<file path="src/rtl/bram_stream_reader_if.sv">
`default_nettype none
// ============================================================================
// Module   : bram_stream_reader_if
// Brief    : Valid/ready word stream carrying a last-word tag.
// Revision : 1.0
// ============================================================================
interface bram_stream_reader_if #(
  parameter int DATA_W = 16
);
  logic              valid;
  logic              ready;
  logic [DATA_W-1:0] data;
  logic              last;

  modport master (output valid, output data, output last, input ready);
  modport slave  (input valid, input data, input last, output ready);
endinterface
`default_nettype wire

</file>
<file path="src/rtl/bram_stream_reader.sv">
`default_nettype none
// ============================================================================
// Module   : bram_stream_reader
// Brief    : Sequential BRAM read sequencer; absorbs read latency through a
//            credit-checked FIFO and presents words as a valid/ready stream.
// Revision : 1.0
// ============================================================================
module bram_stream_reader #(
  parameter int ADDR_W     = 6,
  parameter int DATA_W     = 16,
  parameter int RD_LAT     = 2,
  parameter int FIFO_DEPTH = 4
) (
  input  wire                    clk,
  input  wire                    rst,
  input  wire                    start,
  input  wire  [ADDR_W-1:0]      base_addr,
  input  wire  [ADDR_W:0]        len,
  output logic                   busy,
  output logic                   done,
  output logic                   mem_en,
  output logic [ADDR_W-1:0]      mem_addr,
  input  wire  [DATA_W-1:0]      mem_dout,
  bram_stream_reader_if.master   m
);

  localparam int PTR_W = $clog2(FIFO_DEPTH);
  localparam int OCC_W = PTR_W + 1;

  localparam logic [ADDR_W:0]   c_max_len  = {1'b1, {ADDR_W{1'b0}}};
  localparam logic [ADDR_W:0]   c_rem_one  = (ADDR_W+1)'(1);
  localparam logic [ADDR_W:0]   c_rem_zero = '0;
  localparam logic [ADDR_W-1:0] c_addr_one = ADDR_W'(1);
  localparam logic [PTR_W-1:0]  c_ptr_one  = PTR_W'(1);
  localparam logic [OCC_W-1:0]  c_occ_one  = OCC_W'(1);
  localparam logic [OCC_W-1:0]  c_occ_zero = '0;
  localparam logic [OCC_W:0]    c_depth    = (OCC_W+1)'(FIFO_DEPTH);

  typedef enum logic [1:0] {
    S_IDLE  = 2'd0,
    S_READ  = 2'd1,
    S_DRAIN = 2'd2
  } state_t;

  state_t              r_state;
  state_t              w_state_nxt;
  logic                w_done_nxt;

  logic [ADDR_W-1:0]   r_addr;
  logic [ADDR_W-1:0]   r_last_addr;
  logic [ADDR_W:0]     r_rem;
  logic [OCC_W-1:0]    r_inflight;
  logic [OCC_W-1:0]    r_occ;
  logic [PTR_W-1:0]    r_wr_ptr;
  logic [PTR_W-1:0]    r_rd_ptr;
  logic [DATA_W-1:0]   r_fifo_data [FIFO_DEPTH];
  logic                r_fifo_last [FIFO_DEPTH];
  logic                r_done;
  logic [RD_LAT-1:0]   r_tok_v;
  logic [RD_LAT-1:0]   r_tok_l;

  logic [ADDR_W:0]     w_len_clamped;
  logic                w_credit_ok;
  logic                w_issue;
  logic                w_issue_last;
  logic                w_push;
  logic                w_push_last;
  logic                w_pop;

  assign w_len_clamped = (len > c_max_len) ? c_max_len : len;

  // Credits use registered counts only; a pop this cycle frees its credit next cycle.
  assign w_credit_ok  = ({1'b0, r_occ} + {1'b0, r_inflight}) < c_depth;
  assign w_issue      = (r_state == S_READ) && (r_rem != c_rem_zero) && w_credit_ok;
  assign w_issue_last = w_issue && (r_rem == c_rem_one);
  assign w_push       = r_tok_v[RD_LAT-1];
  assign w_push_last  = r_tok_l[RD_LAT-1];
  assign w_pop        = m.valid && m.ready;

  assign mem_en   = w_issue;
  assign mem_addr = w_issue ? r_addr : r_last_addr;
  assign busy     = (r_state != S_IDLE);
  assign done     = r_done;

  assign m.valid = (r_occ != c_occ_zero);
  assign m.data  = r_fifo_data[r_rd_ptr];
  assign m.last  = r_fifo_last[r_rd_ptr];

  always_comb begin
    w_state_nxt = r_state;
    w_done_nxt  = 1'b0;
    case (r_state)
      S_IDLE: begin
        if (start) begin
          if (w_len_clamped != c_rem_zero) w_state_nxt = S_READ;
          else                             w_done_nxt  = 1'b1;
        end
      end
      S_READ: begin
        if (w_issue_last) w_state_nxt = S_DRAIN;
      end
      S_DRAIN: begin
        if (w_pop && m.last) begin
          w_state_nxt = S_IDLE;
          w_done_nxt  = 1'b1;
        end
      end
      default: w_state_nxt = S_IDLE;
    endcase
  end

  always_ff @(posedge clk) begin
    if (rst) begin
      r_state <= S_IDLE;
      r_done  <= 1'b0;
    end else begin
      r_state <= w_state_nxt;
      r_done  <= w_done_nxt;
    end
  end

  always_ff @(posedge clk) begin
    if (rst) begin
      r_addr      <= '0;
      r_last_addr <= '0;
      r_rem       <= '0;
    end else if ((r_state == S_IDLE) && start) begin
      r_addr <= base_addr;
      r_rem  <= w_len_clamped;
    end else if (w_issue) begin
      r_addr      <= r_addr + c_addr_one;
      r_last_addr <= r_addr;
      r_rem       <= r_rem - c_rem_one;
    end
  end

  // In-flight token pipeline mirrors the BRAM read latency.
  generate
    if (RD_LAT == 1) begin : g_lat1
      always_ff @(posedge clk) begin
        if (rst) begin
          r_tok_v <= '0;
          r_tok_l <= '0;
        end else begin
          r_tok_v <= w_issue;
          r_tok_l <= w_issue_last;
        end
      end
    end else begin : g_latn
      always_ff @(posedge clk) begin
        if (rst) begin
          r_tok_v <= '0;
          r_tok_l <= '0;
        end else begin
          r_tok_v <= {r_tok_v[RD_LAT-2:0], w_issue};
          r_tok_l <= {r_tok_l[RD_LAT-2:0], w_issue_last};
        end
      end
    end
  endgenerate

  always_ff @(posedge clk) begin
    if (rst) begin
      r_inflight <= '0;
    end else if (w_issue && !w_push) begin
      r_inflight <= r_inflight + c_occ_one;
    end else if (!w_issue && w_push) begin
      r_inflight <= r_inflight - c_occ_one;
    end
  end

  always_ff @(posedge clk) begin
    if (rst) begin
      r_occ    <= '0;
      r_wr_ptr <= '0;
      r_rd_ptr <= '0;
      for (int i = 0; i < FIFO_DEPTH; i++) begin
        r_fifo_data[i] <= '0;
        r_fifo_last[i] <= 1'b0;
      end
    end else begin
      if (w_push) begin
        r_fifo_data[r_wr_ptr] <= mem_dout;
        r_fifo_last[r_wr_ptr] <= w_push_last;
        r_wr_ptr              <= r_wr_ptr + c_ptr_one;
      end
      if (w_pop) begin
        r_rd_ptr <= r_rd_ptr + c_ptr_one;
      end
      if (w_push && !w_pop) begin
        r_occ <= r_occ + c_occ_one;
      end else if (!w_push && w_pop) begin
        r_occ <= r_occ - c_occ_one;
      end
    end
  end

endmodule
`default_nettype wire

</file>
<file path="src/flat_wrapper.sv">
// flat-port wrapper written by rule: the top's interface ports become plain ports
module bram_stream_reader_flat 
#(
  parameter int ADDR_W     = 6,
  parameter int DATA_W     = 16,
  parameter int RD_LAT     = 2,
  parameter int FIFO_DEPTH = 4
)
  (clk, rst, start, base_addr, len, busy, done, mem_en, mem_addr, mem_dout, m_valid, m_data, m_last, m_ready);
  bram_stream_reader_if #(.DATA_W(DATA_W)) m_i ();
  input  wire clk;
  input  wire rst;
  input  wire start;
  input  wire  [ADDR_W-1:0] base_addr;
  input  wire  [ADDR_W:0] len;
  output logic busy;
  output logic done;
  output logic mem_en;
  output logic [ADDR_W-1:0] mem_addr;
  input  wire  [DATA_W-1:0] mem_dout;
  output wire logic [$bits(m_i.valid)-1:0] m_valid;
  output wire logic [$bits(m_i.data)-1:0] m_data;
  output wire logic [$bits(m_i.last)-1:0] m_last;
  input wire logic [$bits(m_i.ready)-1:0] m_ready;
  assign m_valid = m_i.valid;
  assign m_data = m_i.data;
  assign m_last = m_i.last;
  assign m_i.ready = m_ready;
  bram_stream_reader #(.ADDR_W(ADDR_W), .DATA_W(DATA_W), .RD_LAT(RD_LAT), .FIFO_DEPTH(FIFO_DEPTH)) u_core (.clk(clk), .rst(rst), .start(start), .base_addr(base_addr), .len(len), .busy(busy), .done(done), .mem_en(mem_en), .mem_addr(mem_addr), .mem_dout(mem_dout), .m(m_i));
endmodule
</file>
<file path="config.mk">
export PLATFORM = sky130hd
export DESIGN_NAME = bram_stream_reader_flat
export DESIGN_NICKNAME = d
export VERILOG_FILES = /design/src/rtl/bram_stream_reader_if.sv /design/src/rtl/bram_stream_reader.sv /design/src/flat_wrapper.sv
export SDC_FILE = /design/constraint.sdc
export NUM_CORES = 1
export LEC_CHECK = 0
export ABC_AREA = 0
export CORE_MARGIN = 3
export CORE_UTILIZATION = 36
export DETAILED_ROUTE_END_ITERATION = 16
export HOLD_SLACK_MARGIN = 0.06
export PLACE_DENSITY = 0.59
export SYNTH_ARGS = -nofsm -noshare
export SYNTH_HDL_FRONTEND = slang
export SYNTH_SLANG_ARGS = --single-unit
</file>
<file path="constraint.sdc">
create_clock -name clk -period 5.6 [get_ports clk]
set_input_delay 1.12 -clock clk [delete_from_list [all_inputs] [get_ports clk]]
set_output_delay 1.12 -clock clk [all_outputs]
set_load 0.1 [all_outputs]
</file>
==> results.ini <==
[clocking]
clk_latency_ps=340
clock_sinks=106
htree_levels=3
holdBufCountCts=0
tritoncts=yes
clkTransAtPathRegs_ps=70
clockRootBuffer=clkbuf_16
clockBufferDepth=2
numCtsBuffers=9
cts.repair.resized=0
cts_setup_buffers=0

[sta]
maxSlewHeadroom=0.3447
period_needed_ps=4454
hold_viol_final=0
rsz0062_at_grt=no
max_freq_ghz=0.2245
tns_ps=0
finalCritPeriodShare=0.7954
finalSetupViolCount=0
slew_violations=0
skew_ps=5.586
tightest_slew_ps=979.9
hold_slack_ps=441.2

[finish]
insertedDiodeCount=0
fin_nets=497
syn_to_final_growth_pct=21.70
fillers=1243
layout-drive-gt1-share=0.1043
finalCoreUtilization=0.4529

[logic_synthesis]
synth_top_cell_by_area=edfxtp_1
synthTopCellsByArea=edfxtp_1 43%, dfxtp_1 16%, mux4_2 8.1%
async_flop_share=0
synth_seq_area_share=0.5920
synth_top_area_share=0.4313
syn_inst=402
ys.flop_type=edfxtp_1
syn_avg_cell_area_sq_um=11.78
synth-edff-count=68
syn_area_sq_um=4735
mappedNetlistNets=444
synth.distinct_cells=54
yosys_warnings=0
ys_ff_latch=106

[pwr]
p_seq_frac=0.361
ir_drop_mv=0.2217
combPwrFrac=0.426
p_int_w=0.001588
p_switching_w=0.001206
power.leakage_nw=2.177
power_frac_clock=0.214
p_per_area_nw_per_um2=484.8
switching_share=0.4316

[critical_path]
path_cells=ha_1 > nor3_4 > and3_1 > nand2_1 > inv_1 > clkdlybuf4s50_1
endpoint_kind=output port
worstSetupStartpointType=flip-flop
cpLargestDelayFamily=buffers and inverters
crit_buf_inv=2
regToRegSetupSlack_ps=2420
critical_path.max_fanout=17
worstSetupPathType=reg2out
slowest_delay_ps=1160
worstPathArrival_ps=3330
crit_path_end=mem_en
worstReg2RegEnd=u_core.r_inflight[2]$_SDFFE_PP0P_
rr_startpoint=u_core.r_occ[2]$_SDFFE_PP0P_
slowest_stage=clkdlybuf4s50_1
reg2reg_depth=11
worstPathRequired_ps=4480
startpoint=u_core.r_occ[2]$_SDFFE_PP0P_
cp.depth=6

[routing]
detail_route.drc_violations=0
finalWirelength_um=10120
drtPass1Iterations=4
vias=3213
drt_first_iter_violations=184
avgViaCountPerCell=5.084
final_antenna_net_count=0
wl_per_cell_um=16.00

[placement]
numPortBuffers=59
gp_congestion=0.7668
hpwlAfterDp_um=6581

[floorplan]
die_y_um=120.7
fp.dieArea_sq_um=14560
io_pins=60
die_w_um=120.7
core-area_sq_um=12720
initial_core_util=0.3721
rows=41

[global_route]
grt.met1_usage=0.1849
grt_pass1_wl_um=16600
busiest_layer=met2
use_met2=0.2469
met3_usage=0.03461
grt_pass1_vias=3234
antenna_found_initial=0
grt_usage=0.1444
grt_max_degree=41
overflow=0

[hold_path]
worst_hold_path_type=reg2reg

[status]
status=finished, final reports clean

[flow_run]
maxCapViolations=0

[Yosys cell counts (all sizes together), types with 3 or more instances]
master and n:
nor2 70, edfxtp 68, dfxtp 38, nand2 31, inv 27, mux4 17
a21oi 14, buf 12, o21ai 11, clkbuf 10, nand3 10, ha 7
nor4 6, xor2 6, a311oi 5, and3 5, or3 5, a211oi 4
nand4 4, nor3 4, and2 3, and4 3, nand2b 3, o21bai 3
[logic make-up after synthesis]
family	count (synthesis)	share of synthesized area
and+or+nand+nor	160	0.1670
DFF	106	0.5920
AOI/OAI and AO/OA	51	0.07241
buffers and inverters	49	0.04175
muxes	19	0.08510
adders and majority gates	9	0.02696
xor gates and xnor gates	8	0.01480
[worst register-to-register path, stage by stage (launching register included)]
cell and delay [ps]:
dfxtp_1 340, ha_1 330, nor3_4 190, and3_1 590, nand2_1 190, inv_1 180
ha_1 260, inv_1 70, fa_1 370, xor2_1 150, or3_1 310, a21oi_1 130
[cell usage in the layout, fill, tap and decap left out, types with 3 or more instances in the layout]
master	netlist	layout
a211oi_1	4	4
a21oi_1	14	14
a311oi_1	5	5
and2_1	3	3
and3_1	5	5
and4_1	3	3
buf_4	2	5
clkbuf_16	0	9
clkdlybuf4s50_1	0	59
dfxtp_1	38	38
edfxtp_1	68	68
ha_1	7	7
inv_1	27	27
mux4_2	17	17
nand2_1	31	31
nand2b_1	3	3
nand3_1	9	9
nand4_1	4	4
nor2_1	70	69
nor3_1	3	3
nor4_1	6	6
o21ai_0	11	11
o21bai_1	3	3
or3_1	4	4
xor2_1	6	6
[through the flow]
stage          power (W)  cell area, sq um  instances  setup WS [ps]
6_report        0.002793              5762        632           1146
5_1_grt         0.002926              5762        632          957.6
4_1_cts         0.002819              5762        632           1170
3_5_place_dp    0.002222              5484        616           1562
3_3_place_gp    0.002213              5484        616           1525
2_1_floorplan   0.001959              4735        402           2394
[power by group through the flow]
| stage | combinational [W] | sequential [W] | clock (W) |
|---|---|---|---|
| finish | 0.00119 | 0.00101 | 0.000596 |
| global route | 0.00126 | 0.00102 | 0.000639 |
| CTS | 0.00120 | 0.00101 | 0.000610 |
| detailed placement | 0.00119 | 0.00103 | 0 |
| global placement | 0.00119 | 0.00102 | 0 |
| floorplan | 0.000976 | 0.000984 | 0 |
[per-layer routing]
layer  vias to the layer above  wire [um]
met1                      1552       4437
met5                         -          0
met4                         0        154
met2                        88       4980
met3                        16        542
li1                       1557          -
[worst min path at each step]
stage                                       startpoint                      endpoint  slack [ps]  depth (start not counted)
after floorplan           u_core.r_tok_l[0]$_SDFF_PP0_  u_core.r_tok_l[1]$_SDFF_PP0_         410                          1
after detailed placement  u_core.r_tok_v[0]$_SDFF_PP0_  u_core.r_tok_v[1]$_SDFF_PP0_         430                          1
after CTS                 u_core.r_tok_v[0]$_SDFF_PP0_  u_core.r_tok_v[1]$_SDFF_PP0_         450                          1
after global placement    u_core.r_tok_v[0]$_SDFF_PP0_  u_core.r_tok_v[1]$_SDFF_PP0_         420                          1
final                     u_core.r_tok_v[0]$_SDFF_PP0_  u_core.r_tok_v[1]$_SDFF_PP0_         440                          1
after global routing      u_core.r_tok_l[0]$_SDFF_PP0_  u_core.r_tok_l[1]$_SDFF_PP0_         460                          1
[layout make-up]
| cell class | count | area, sq um | share of cell area |
|---|---|---|---|
| clock buffers | 9 | 225.2 | 0.03909 |
| multi-input cells | 247 | 1737 | 0.3014 |
| repair buffers | 64 | 628.1 | 0.1090 |
| inverters | 27 | 101.3 | 0.01759 |
| flip-flops and latches | 106 | 2803 | 0.4864 |
| clock inverters | 7 | 52.55 | 0.009121 |
| well taps | 172 | 215.2 | 0.03735 |
[sequential cells by signal, indices dropped and copies added, names as in the netlist, 2 cells and up, named ones only]
signal / count
u_core.r_addr: 6
u_core.r_fifo_data: 64
u_core.r_fifo_last: 4
u_core.r_inflight: 3
u_core.r_last_addr: 6
u_core.r_occ: 3
u_core.r_rd_ptr: 2
u_core.r_rem: 7
u_core.r_state: 2
u_core.r_tok_l: 2
u_core.r_tok_v: 2
u_core.r_wr_ptr: 2
Power figures use the tool's default switching activity.
